File: config.mk
export PLATFORM = sky130hd
export DESIGN_NAME = lsu_align_unit_flat
export DESIGN_NICKNAME = d
export VERILOG_FILES = /design/src/rtl/lsu_pkg.sv /design/src/rtl/lsu_align_unit_if.sv /design/src/rtl/lsu_lane_merge.sv /design/src/rtl/lsu_align_unit.sv /design/src/flat_wrapper.sv
export SDC_FILE = /design/constraint.sdc
export NUM_CORES = 1
export LEC_CHECK = 0
export ABC_CLOCK_PERIOD_IN_PS = 4550
export CAP_MARGIN = 20
export CORE_AREA = 2 2 102 104
export CTS_CLUSTER_DIAMETER = 30
export DETAILED_ROUTE_END_ITERATION = 7
export DIE_AREA = 0 0 104 106
export PLACE_DENSITY = 0.87
export SETUP_SLACK_MARGIN = 0.15
export SLEW_MARGIN = 30
export SYNTH_ARGS = -nofsm -noshare
export SYNTH_HDL_FRONTEND = slang
export SYNTH_SLANG_ARGS = --single-unit
File: constraint.sdc
create_clock -name clk -period 4.55 [get_ports clk]
set_input_delay 0.455 -clock clk [delete_from_list [all_inputs] [get_ports clk]]
set_output_delay 0.455 -clock clk [all_outputs]
set_load 0.02 [all_outputs]
File: src/rtl/lsu_pkg.sv
// Shared types and helpers for the load/store alignment unit.
package lsu_pkg;

  localparam int unsigned BYTE_W = 8;

  typedef enum logic [1:0] {
    SZ_B = 2'b00,
    SZ_H = 2'b01,
    SZ_W = 2'b10
  } size_e;

  typedef enum logic {
    IDLE   = 1'b0,
    SECOND = 1'b1
  } state_e;

  // Byte count of an access; the illegal encoding yields zero.
  function automatic logic [2:0] size_bytes(logic [1:0] size);
    logic [2:0] n;
    case (size)
      SZ_B:    n = 3'd1;
      SZ_H:    n = 3'd2;
      SZ_W:    n = 3'd4;
      default: n = 3'd0;
    endcase
    return n;
  endfunction

  // Lanes touched across a lo/hi word pair: bits [3:0] lo word, [7:4] hi word.
  function automatic logic [7:0] byte_mask(logic [1:0] off, logic [2:0] nbytes);
    logic [7:0] m;
    m = (8'd1 << nbytes) - 8'd1;
    return m << off;
  endfunction

endpackage

File: src/rtl/lsu_align_unit_if.sv
// Core-side request/response and dataMemory signals of the alignment unit.
interface lsu_align_unit_if #(
  parameter int unsigned XLEN = 32
);
  logic            req_valid;
  logic            req_we;
  logic [1:0]      req_size;
  logic            req_unsigned;
  logic [XLEN-1:0] req_addr;
  logic [XLEN-1:0] req_wdata;
  logic            stall;
  logic            rsp_valid;
  logic [XLEN-1:0] rsp_rdata;
  logic            misalign_err;
  logic            mem_we;
  logic [XLEN-1:0] mem_addr;
  logic [XLEN-1:0] mem_wd;
  logic [XLEN-1:0] mem_rd;

  // Environment side: drives requests and returns memory read data.
  modport master (
    output req_valid, req_we, req_size, req_unsigned, req_addr, req_wdata, mem_rd,
    input  stall, rsp_valid, rsp_rdata, misalign_err, mem_we, mem_addr, mem_wd
  );

  modport slave (
    input  req_valid, req_we, req_size, req_unsigned, req_addr, req_wdata, mem_rd,
    output stall, rsp_valid, rsp_rdata, misalign_err, mem_we, mem_addr, mem_wd
  );
endinterface

File: src/rtl/lsu_lane_merge.sv
// Byte-lane datapath: store-side read-modify-write merge and load-side extract/extend.
module lsu_lane_merge
  import lsu_pkg::*;
(
  input  logic [31:0] old_word,
  input  logic [31:0] wdata,
  input  logic [1:0]  off,
  input  logic [2:0]  nbytes,
  input  logic        hi_word,
  input  logic [31:0] ld_lo,
  input  logic [31:0] ld_hi,
  input  logic        ld_unsigned,
  output logic [31:0] wd_merged,
  output logic [31:0] ld_data
);

  logic [63:0] spread;
  logic [7:0]  mask;
  logic [31:0] sel_data;
  logic [3:0]  sel_mask;
  logic [31:0] joined;

  always_comb begin
    // Store data laid across the lo/hi word pair; hi_word picks which half lands now.
    spread    = {32'b0, wdata} << (BYTE_W * off);
    mask      = byte_mask(off, nbytes);
    sel_data  = hi_word ? spread[63:32] : spread[31:0];
    sel_mask  = hi_word ? mask[7:4] : mask[3:0];
    wd_merged = old_word;
    for (int k = 0; k < 4; k++) begin
      if (sel_mask[k]) wd_merged[BYTE_W*k +: BYTE_W] = sel_data[BYTE_W*k +: BYTE_W];
    end

    joined = 32'({ld_hi, ld_lo} >> (BYTE_W * off));
    case (nbytes)
      3'd1:    ld_data = {{24{!ld_unsigned && joined[7]}}, joined[7:0]};
      3'd2:    ld_data = {{16{!ld_unsigned && joined[15]}}, joined[15:0]};
      default: ld_data = joined;
    endcase
  end

endmodule

File: src/rtl/lsu_align_unit.sv
// Load/store alignment unit; spanning accesses split over two cycles, or fault
// when LSU_MISALIGN_TRAP_EN is defined.
module lsu_align_unit
  import lsu_pkg::*;
#(
  parameter int unsigned XLEN = 32
) (
  input logic             clk,
  input logic             rst,
  lsu_align_unit_if.slave bus
);

  state_e          state_q, state_d;
  logic [23:0]     lo_buf_q, lo_buf_d;
  logic [23:0]     lo_capture;
  logic [1:0]      off;
  logic [2:0]      nbytes;
  logic            active;
  logic            spanning;
  logic            in_second;
  logic [XLEN-1:0] lo_addr;
  logic [XLEN-1:0] hi_addr;
  logic [31:0]     ld_lo;
  logic [31:0]     ld_hi;
  logic [31:0]     wd_merged;
  logic [31:0]     ld_data;

  assign off       = bus.req_addr[1:0];
  assign nbytes    = size_bytes(bus.req_size);
  assign active    = bus.req_valid && (bus.req_size != 2'b11);
  assign spanning  = active && ((3'(off) + nbytes) > 3'd4);
  assign lo_addr   = {bus.req_addr[XLEN-1:2], 2'b00};
  assign hi_addr   = lo_addr + XLEN'(4);
  assign in_second = (state_q == SECOND);
  // Byte 0 of the lo word is never part of a spanning access, so lo_buf holds bytes 3..1.
  assign ld_lo     = in_second ? {lo_buf_q, 8'h00} : bus.mem_rd;
  assign ld_hi     = in_second ? bus.mem_rd : '0;

  always_comb begin
    lo_capture = '0;
    for (int k = 1; k < 4; k++) begin
      if (k >= int'(off)) lo_capture[BYTE_W*(k-1) +: BYTE_W] = bus.mem_rd[BYTE_W*k +: BYTE_W];
    end
  end

  lsu_lane_merge u_lane_merge (
    .old_word   (bus.mem_rd),
    .wdata      (bus.req_wdata),
    .off        (off),
    .nbytes     (nbytes),
    .hi_word    (in_second),
    .ld_lo      (ld_lo),
    .ld_hi      (ld_hi),
    .ld_unsigned(bus.req_unsigned),
    .wd_merged  (wd_merged),
    .ld_data    (ld_data)
  );

  always_ff @(posedge clk) begin
    if (rst) begin
      state_q  <= IDLE;
      lo_buf_q <= '0;
    end else begin
      state_q  <= state_d;
      lo_buf_q <= lo_buf_d;
    end
  end

  always_comb begin
    state_d  = state_q;
    lo_buf_d = lo_buf_q;
    unique case (state_q)
      IDLE: begin
`ifndef LSU_MISALIGN_TRAP_EN
        if (spanning) begin
          state_d = SECOND;
          if (!bus.req_we) lo_buf_d = lo_capture;
        end
`endif
      end
      SECOND:  state_d = IDLE;
      default: state_d = IDLE;
    endcase
  end

  always_comb begin
    bus.stall        = 1'b0;
    bus.rsp_valid    = 1'b0;
    bus.rsp_rdata    = '0;
    bus.misalign_err = 1'b0;
    bus.mem_we       = 1'b0;
    bus.mem_addr     = '0;
    bus.mem_wd       = '0;
    if (!rst) begin
      unique case (state_q)
        IDLE: begin
          bus.mem_addr = lo_addr;
          if (spanning) begin
`ifdef LSU_MISALIGN_TRAP_EN
            bus.misalign_err = 1'b1;
`else
            bus.stall = 1'b1;
            if (bus.req_we) begin
              bus.mem_we = 1'b1;
              bus.mem_wd = wd_merged;
            end
`endif
          end else if (active) begin
            if (bus.req_we) begin
              bus.mem_we = 1'b1;
              bus.mem_wd = wd_merged;
            end else begin
              bus.rsp_valid = 1'b1;
              bus.rsp_rdata = ld_data;
            end
          end
        end
        SECOND: begin
          bus.mem_addr = hi_addr;
          if (active) begin
            if (bus.req_we) begin
              bus.mem_we = 1'b1;
              bus.mem_wd = wd_merged;
            end else begin
              bus.rsp_valid = 1'b1;
              bus.rsp_rdata = ld_data;
            end
          end
        end
        default: ;
      endcase
    end
  end

endmodule

File: src/flat_wrapper.sv
// flat-port wrapper written by rule: the top's interface ports become plain ports
module lsu_align_unit_flat import lsu_pkg::*;
#(
  parameter int unsigned XLEN = 32
)
  (clk, rst, bus_req_valid, bus_req_we, bus_req_size, bus_req_unsigned, bus_req_addr, bus_req_wdata, bus_mem_rd, bus_stall, bus_rsp_valid, bus_rsp_rdata, bus_misalign_err, bus_mem_we, bus_mem_addr, bus_mem_wd);
  lsu_align_unit_if #(.XLEN(XLEN)) bus_i ();
  input logic clk;
  input logic rst;
  input wire logic [$bits(bus_i.req_valid)-1:0] bus_req_valid;
  input wire logic [$bits(bus_i.req_we)-1:0] bus_req_we;
  input wire logic [$bits(bus_i.req_size)-1:0] bus_req_size;
  input wire logic [$bits(bus_i.req_unsigned)-1:0] bus_req_unsigned;
  input wire logic [$bits(bus_i.req_addr)-1:0] bus_req_addr;
  input wire logic [$bits(bus_i.req_wdata)-1:0] bus_req_wdata;
  input wire logic [$bits(bus_i.mem_rd)-1:0] bus_mem_rd;
  output wire logic [$bits(bus_i.stall)-1:0] bus_stall;
  output wire logic [$bits(bus_i.rsp_valid)-1:0] bus_rsp_valid;
  output wire logic [$bits(bus_i.rsp_rdata)-1:0] bus_rsp_rdata;
  output wire logic [$bits(bus_i.misalign_err)-1:0] bus_misalign_err;
  output wire logic [$bits(bus_i.mem_we)-1:0] bus_mem_we;
  output wire logic [$bits(bus_i.mem_addr)-1:0] bus_mem_addr;
  output wire logic [$bits(bus_i.mem_wd)-1:0] bus_mem_wd;
  assign bus_i.req_valid = bus_req_valid;
  assign bus_i.req_we = bus_req_we;
  assign bus_i.req_size = bus_req_size;
  assign bus_i.req_unsigned = bus_req_unsigned;
  assign bus_i.req_addr = bus_req_addr;
  assign bus_i.req_wdata = bus_req_wdata;
  assign bus_i.mem_rd = bus_mem_rd;
  assign bus_stall = bus_i.stall;
  assign bus_rsp_valid = bus_i.rsp_valid;
  assign bus_rsp_rdata = bus_i.rsp_rdata;
  assign bus_misalign_err = bus_i.misalign_err;
  assign bus_mem_we = bus_i.mem_we;
  assign bus_mem_addr = bus_i.mem_addr;
  assign bus_mem_wd = bus_i.mem_wd;
  lsu_align_unit #(.XLEN(XLEN)) u_core (.clk(clk), .rst(rst), .bus(bus_i));
endmodule
==> summary.txt, run 1 <==
Finish
  – Nets: 928
  – Area grow syn2layout: 45.42%
  – # diodes: 0
  – Finished Core Util: 65.74%
  – Layout cell share with drive strength beyond 1: 6.634%

Clocking
  – CTS root buffer: clkbuf_8
  – Setup repair bufs after CTS: 0
  – Clock sink count: 25
  – Worst-Skew Late Latency: 0.27 ns
  – Reg clk slew, reported paths: 0.08 ns
  – Inserted Clock Buffers: 3
  – CTS tree: yes
  – CTS H-tree depth: 1
  – Post-cts hold buffer count: 0
  – Resize count post-CTS: 0
  – Clk buf depth: 2

Synthesis
  – Synth area leader: mux2i_1
  – Avg Synthesized Cell Area: 6.912 um^2
  – Area contributors post-synth: mux2i_1, dfxtp_1, nor2_1
  – Largest family of logic cells by synthesized area: simple AND/OR/NAND/NOR gates
  – Synth Area in Adders: 2.934%
  – Mux cell area share after synthesis: 20.65%
  – Distinct cells, synth: 57
  – Post-synthesis cell count: 654
  – Post-synthesis sequential area ratio: 11.07%
  – Top FF cell, synth: dfxtp_1
  – Post-synthesis xor/xnor area fraction: 6.006%
  – Post-Synth Simple-Gate Area: 26.63%
  – Post-synth EDFFs: 0
  – Cell Area, Synth: 4521 um^2
  – Synth warn: 0
  – Synth top area share: 20.15%
  – Async SR Flop Fraction: 0%
  – Synth Area in Compound Gates: 25.77%
  – FF+latch count, synth: 25

Global route
  – First-pass GRT wire length: 28.30 mm
  – Largest net degree at the start of global routing: 59
  – Initial antenna violation count: 0
  – GRT Total Usage: 31.14%
  – Global route overflow: 0
  – Vias in the first global route: 5492

Drt
  – Via density: 6.021
  – Antenna Nets Post-Route: 0
  – DRT iter0 DRCs: 618
  – WL/cell: 19.07 um
  – DRT met1 WL: 7.008 mm
  – Final wirelength: 18.12 mm
  – DR DRC count: 0
  – Met3 routed wirelength: 1.732 mm
  – Detailed Routing Iterations Pass 1: 5
  – Met2 wire len: 8.708 mm
  – Max layer used: met4
  – Routed vias: 5720

Timing
  – Worst-margin pin slew: 0.8308 ns
  – Hold WS: 0.4553 ns
  – Setup TNS: 0 ns
  – Setup-failing EPs final: 0
  – RSZ-0062 raised after global routing: false
  – Tmin final: 4.206 ns
  – Max_slew headroom: 44.16%
  – Fin. max-slew vios: 0
  – Final cycle utilization of the critical path: 92.43%
  – Final Hold Fails: 0
  – Highest clock rate: 237.8 MHz
  – Clk_skew: 0.009189 ns

Placed design
  – DP HPWL: 14.13 mm
  – Port Buffers: 199
  – GPL Wtd Cong: 0.9946

Status
  – Outcome: finished clean

Floorplan
  – Initial Util: 45.21%
  – Top Ports: 203
  – Rows: 37
  – Die Y: 106 um
  – Die ar.: 11020 um^2
  – Die X: 104 um
  – Core Box Area: 10000 um^2

Setup path
  – CP max FO: 16
  – Required time of the worst setup path: 4.09 ns
  – Crit path kind: primary input to primary output
  – Arrival @ worst endpoint: 3.75 ns
  – Startpoint Class: primary input
  – Critical Path End Type: primary output

Pwr
  – VDD IR-drop max: 0.1491 mV
  – Power Density: 140.9 nW/um^2
  – Pleak: 2.459 nW
  – Pwr Total: 0.0009262 W

Min path
  – Hold WC Path Type: register to register

Run
  – Max Cap Violations: 0
-- worst max-delay path, cell delays in order --
cell             delay (ns)
clkdlybuf4s50_1        0.54
inv_1                  0.12
ha_1                   0.26
ha_1                   0.21
fa_1                   0.48
nor2_1                 0.04
or4_1                  0.56
nand2_1                0.14
a31o_4                 0.28
a21oi_1                0.09
clkdlybuf4s50_1        0.56
-- Yosys cell counts, types with 7 or more instances --
master,n
o221a_2,7
xor2_1,25
and2_1,10
clkbuf_1,43
a21o_1,7
a311oi_1,8
a22o_1,9
o2bb2ai_1,9
a211oi_1,22
inv_1,7
mux2i_1,91
o22a_1,7
nor2_1,90
ha_1,9
nand3_1,33
nor2_2,8
a21oi_1,62
a22oi_1,8
dfxtp_1,25
nand4_1,10
o22ai_1,8
nand2_1,76
buf_2,8
-- flip-flops by register name, indices dropped and copies added, names as in the netlist --
register / count
u_core.in_second: 1
u_core.lo_buf_q: 24
-- logic make-up (layout without fill, tap and decap cells) --
group                    count (synthesis)  after routing
other                                    1              3
AND/OR/NAND/NOR                        259            259
multiplexers                            92             92
XOR/XNOR                                31             31
flip-flops                              25             25
AO/OA/AOI/OAI                          166            166
adder cells (fa/ha/maj)                 10             10
buffers and inverters                   70            228
-- final cells by class --
cell class / instances / area [um^2]
multi-input combinational: 561 / 3717
fill: 899 / 3426
timing repair buffer: 216 / 2110
sequential: 25 / 501.7
tap: 136 / 170.2
clock buffer: 4 / 45.04
inverter: 8 / 30.03
-- layout by cell type, fill, tap and decap left out, drive strengths merged, types with 8 or more instances in the layout --
cell and count:
a22o 9, nand3 33, o22ai 8, xor2 25, a22oi 8, clkdlybuf4s50 196
inv 8, nor2 98, o2bb2ai 9, ha 9, nand4 10, a21oi 65
a311oi 8, a211oi 22, and2 10, buf 20, dfxtp 25, mux2i 91
nand2 76
-- per-stage QoR --
stage / std cells / setup WS (ns) / cell area (um^2)
after floorplan: 656 / 1.393 / 4528
after global placement: 946 / 0.4478 / 6526
after detailed placement: 946 / 0.3570 / 6526
after CTS: 950 / 0.3666 / 6571
after global routing: 950 / 0.1540 / 6574
final: 950 / 0.3445 / 6574
-- metal layers --
layer  vias up  global-route usage (%)
li1       2680                       -
met1      2649                   37.40
met2       338                   54.04
met3        53                   6.254
met4         0                   13.42
met5         -                       0
-- power by group --
part	switching [W]	internal, W	total [W]	leakage [nW]
logic	0.000307	0.000260	0.000567	2.23
registers	0.00000487	0.000223	0.000228	0.202
clock network	0.0000690	0.0000626	0.000132	0.0228
total	0.000381	0.000546	0.000926	2.46
-- worst paths after layout --
path | depth (start not counted) | from | slack (ns) | end
hold reg to reg | 2 | u_core.lo_buf_q[13] | 0.46 | u_core.lo_buf_q[13]
setup / recovery | 11 | bus_req_size[0] | 0.34 | bus_rsp_rdata[18]
setup reg to reg | 4 | u_core.in_second | 2.48 | u_core.lo_buf_q[12]
hold / removal | 2 | u_core.lo_buf_q[13] | 0.46 | u_core.lo_buf_q[13]
No activity file was read; power rests on OpenSTA's default activity.
==> run 2, diff against run 1 <==
--- a/config.mk
+++ b/config.mk
@@ -12,6 +12,7 @@
 export DETAILED_ROUTE_END_ITERATION = 7
 export DIE_AREA = 0 0 104 106
 export PLACE_DENSITY = 0.87
+export REMOVE_ABC_BUFFERS = 1
 export SETUP_SLACK_MARGIN = 0.15
 export SLEW_MARGIN = 30
 export SYNTH_ARGS = -nofsm -noshare
==> summary.txt, run 2 (synthesis gave the netlist of run 1 again) <==
Status
  – Outcome: finished clean

Timing
  – Max_slew headroom: 39.92%
  – Worst-margin pin slew: 0.8991 ns
  – Tmin final: 4.304 ns
  – Final WS setup: 0.2464 ns
  – Final Hold Fails: 0
  – Hold WS: 0.4551 ns
  – Final cycle utilization of the critical path: 94.59%
  – Highest clock rate: 232.4 MHz
  – Setup-failing EPs final: 0
  – Clk_skew: 0.005162 ns
  – RSZ-0062 raised after global routing: false
  – Fin. max-slew vios: 0
  – Setup TNS: 0 ns

Drt
  – Routed vias: 5733
  – Final wirelength: 18.19 mm
  – Detailed Routing Iterations Pass 1: 5
  – WL/cell: 19.14 um
  – Via density: 6.035
  – DRT iter0 DRCs: 515
  – DR DRC count: 0
  – Antenna Nets Post-Route: 0

Run
  – Max Cap Violations: 0

Clocking
  – Setup repair bufs after CTS: 0
  – Clock sink count: 25
  – CTS H-tree depth: 1
  – Resize count post-CTS: 0
  – Clk buf depth: 2
  – CTS tree: yes
  – Reg clk slew, reported paths: 0.09 ns
  – Worst-Skew Late Latency: 0.28 ns
  – Post-cts hold buffer count: 0
  – CTS root buffer: clkbuf_8
  – Inserted Clock Buffers: 3

Setup path
  – CP max FO: 16
  – Critical Path End Type: primary output
  – Arrival @ worst endpoint: 3.85 ns
  – Startpoint Class: primary input
  – Required time of the worst setup path: 4.09 ns
  – Crit path kind: primary input to primary output

Floorplan
  – Die X: 104 um
  – Top Ports: 203
  – Die Y: 106 um
  – Rows: 37
  – Core Box Area: 10000 um^2
  – Initial Util: 45.21%
  – Die ar.: 11020 um^2

Global route
  – Largest net degree at the start of global routing: 57
  – Initial antenna violation count: 0
  – GRT Total Usage: 30.17%
  – Vias in the first global route: 5499
  – Global route overflow: 0
  – First-pass GRT wire length: 27.38 mm

Finish
  – Biggest register: u_core.lo_buf_q
  – Layout cell share with drive strength beyond 1: 6.634%
  – Finished Core Util: 65.72%
  – Commonest non-fill, non-tap cell in the layout: clkdlybuf4s50_1
  – Nets: 928
  – Finished Layout Cells: 950
  – Area grow syn2layout: 45.36%
  – Most frequent cells in the layout: clkdlybuf4s50_1, mux2i_1, nor2_1
  – Max reg flops: 24
  – # diodes: 0

Placed design
  – Port Buffers: 199
  – Cell Count Post-Placement: 946
  – DP HPWL: 13.95 mm
  – GPL Wtd Cong: 0.9575
  – Place WS: 0.2718 ns

Pwr
  – Power Density: 141.4 nW/um^2
  – VDD IR-drop max: 0.1036 mV
  – Pleak: 2.458 nW

Min path
  – Hold WC Path Type: register to register
==> run 2: report_power, final <==
| group | leakage, nW | internal, W | switching, W |
|---|---|---|---|
| Sequential | 0.202 | 0.000223 | 0.00000544 |
| Combinational | 2.23 | 0.000260 | 0.000305 |
| Clock | 0.0228 | 0.0000628 | 0.0000734 |
==> run 2: layout make-up <==
cell class              count  area (um^2)
multi-input cells         561         3717
fillers                   827         3428
repair buffers            216         2107
flip-flops and latches     25        501.7
well taps                 136        170.2
clock buffers               4        45.04
inverters                   8        30.03
==> run 2: final timing paths <==
kind | from | to | slack [ns] | cells past startpoint
setup / recovery | bus_req_size[0] | bus_rsp_rdata[16] | 0.25 | 11
hold reg to reg | u_core.lo_buf_q[12] | u_core.lo_buf_q[12] | 0.46 | 2
setup reg to reg | u_core.in_second | u_core.lo_buf_q[2] | 2.43 | 4
hold / removal | u_core.lo_buf_q[12] | u_core.lo_buf_q[12] | 0.46 | 2
==> run 2: worst max-delay path, stage by stage <==
cell	delay [ns]
clkdlybuf4s50_1	0.55
inv_1	0.12
ha_1	0.27
ha_1	0.22
fa_1	0.49
nor2_1	0.05
or4_1	0.57
nand2_1	0.15
a31o_4	0.30
a21oi_1	0.09
clkdlybuf4s50_1	0.55
==> run 2: per-layer routing <==
layer / part of all wire, % / vias up / GRT usage (%)
li1: - / 2675 / -
met1: 38 / 2645 / 34.70
met2: 49 / 347 / 54.70
met3: 9.3 / 66 / 4.353
met4: 3.9 / 0 / 14.77
met5: 0 / - / 0
==> run 2: metrics by stage <==
stage / instance area (um^2) / power (W)
after floorplan: 4248 / 0.0005086
after global placement: 6526 / 0.0007769
after detailed placement: 6526 / 0.0007852
after CTS: 6571 / 0.0009204
after global routing: 6571 / 0.0009712
final: 6571 / 0.0009294
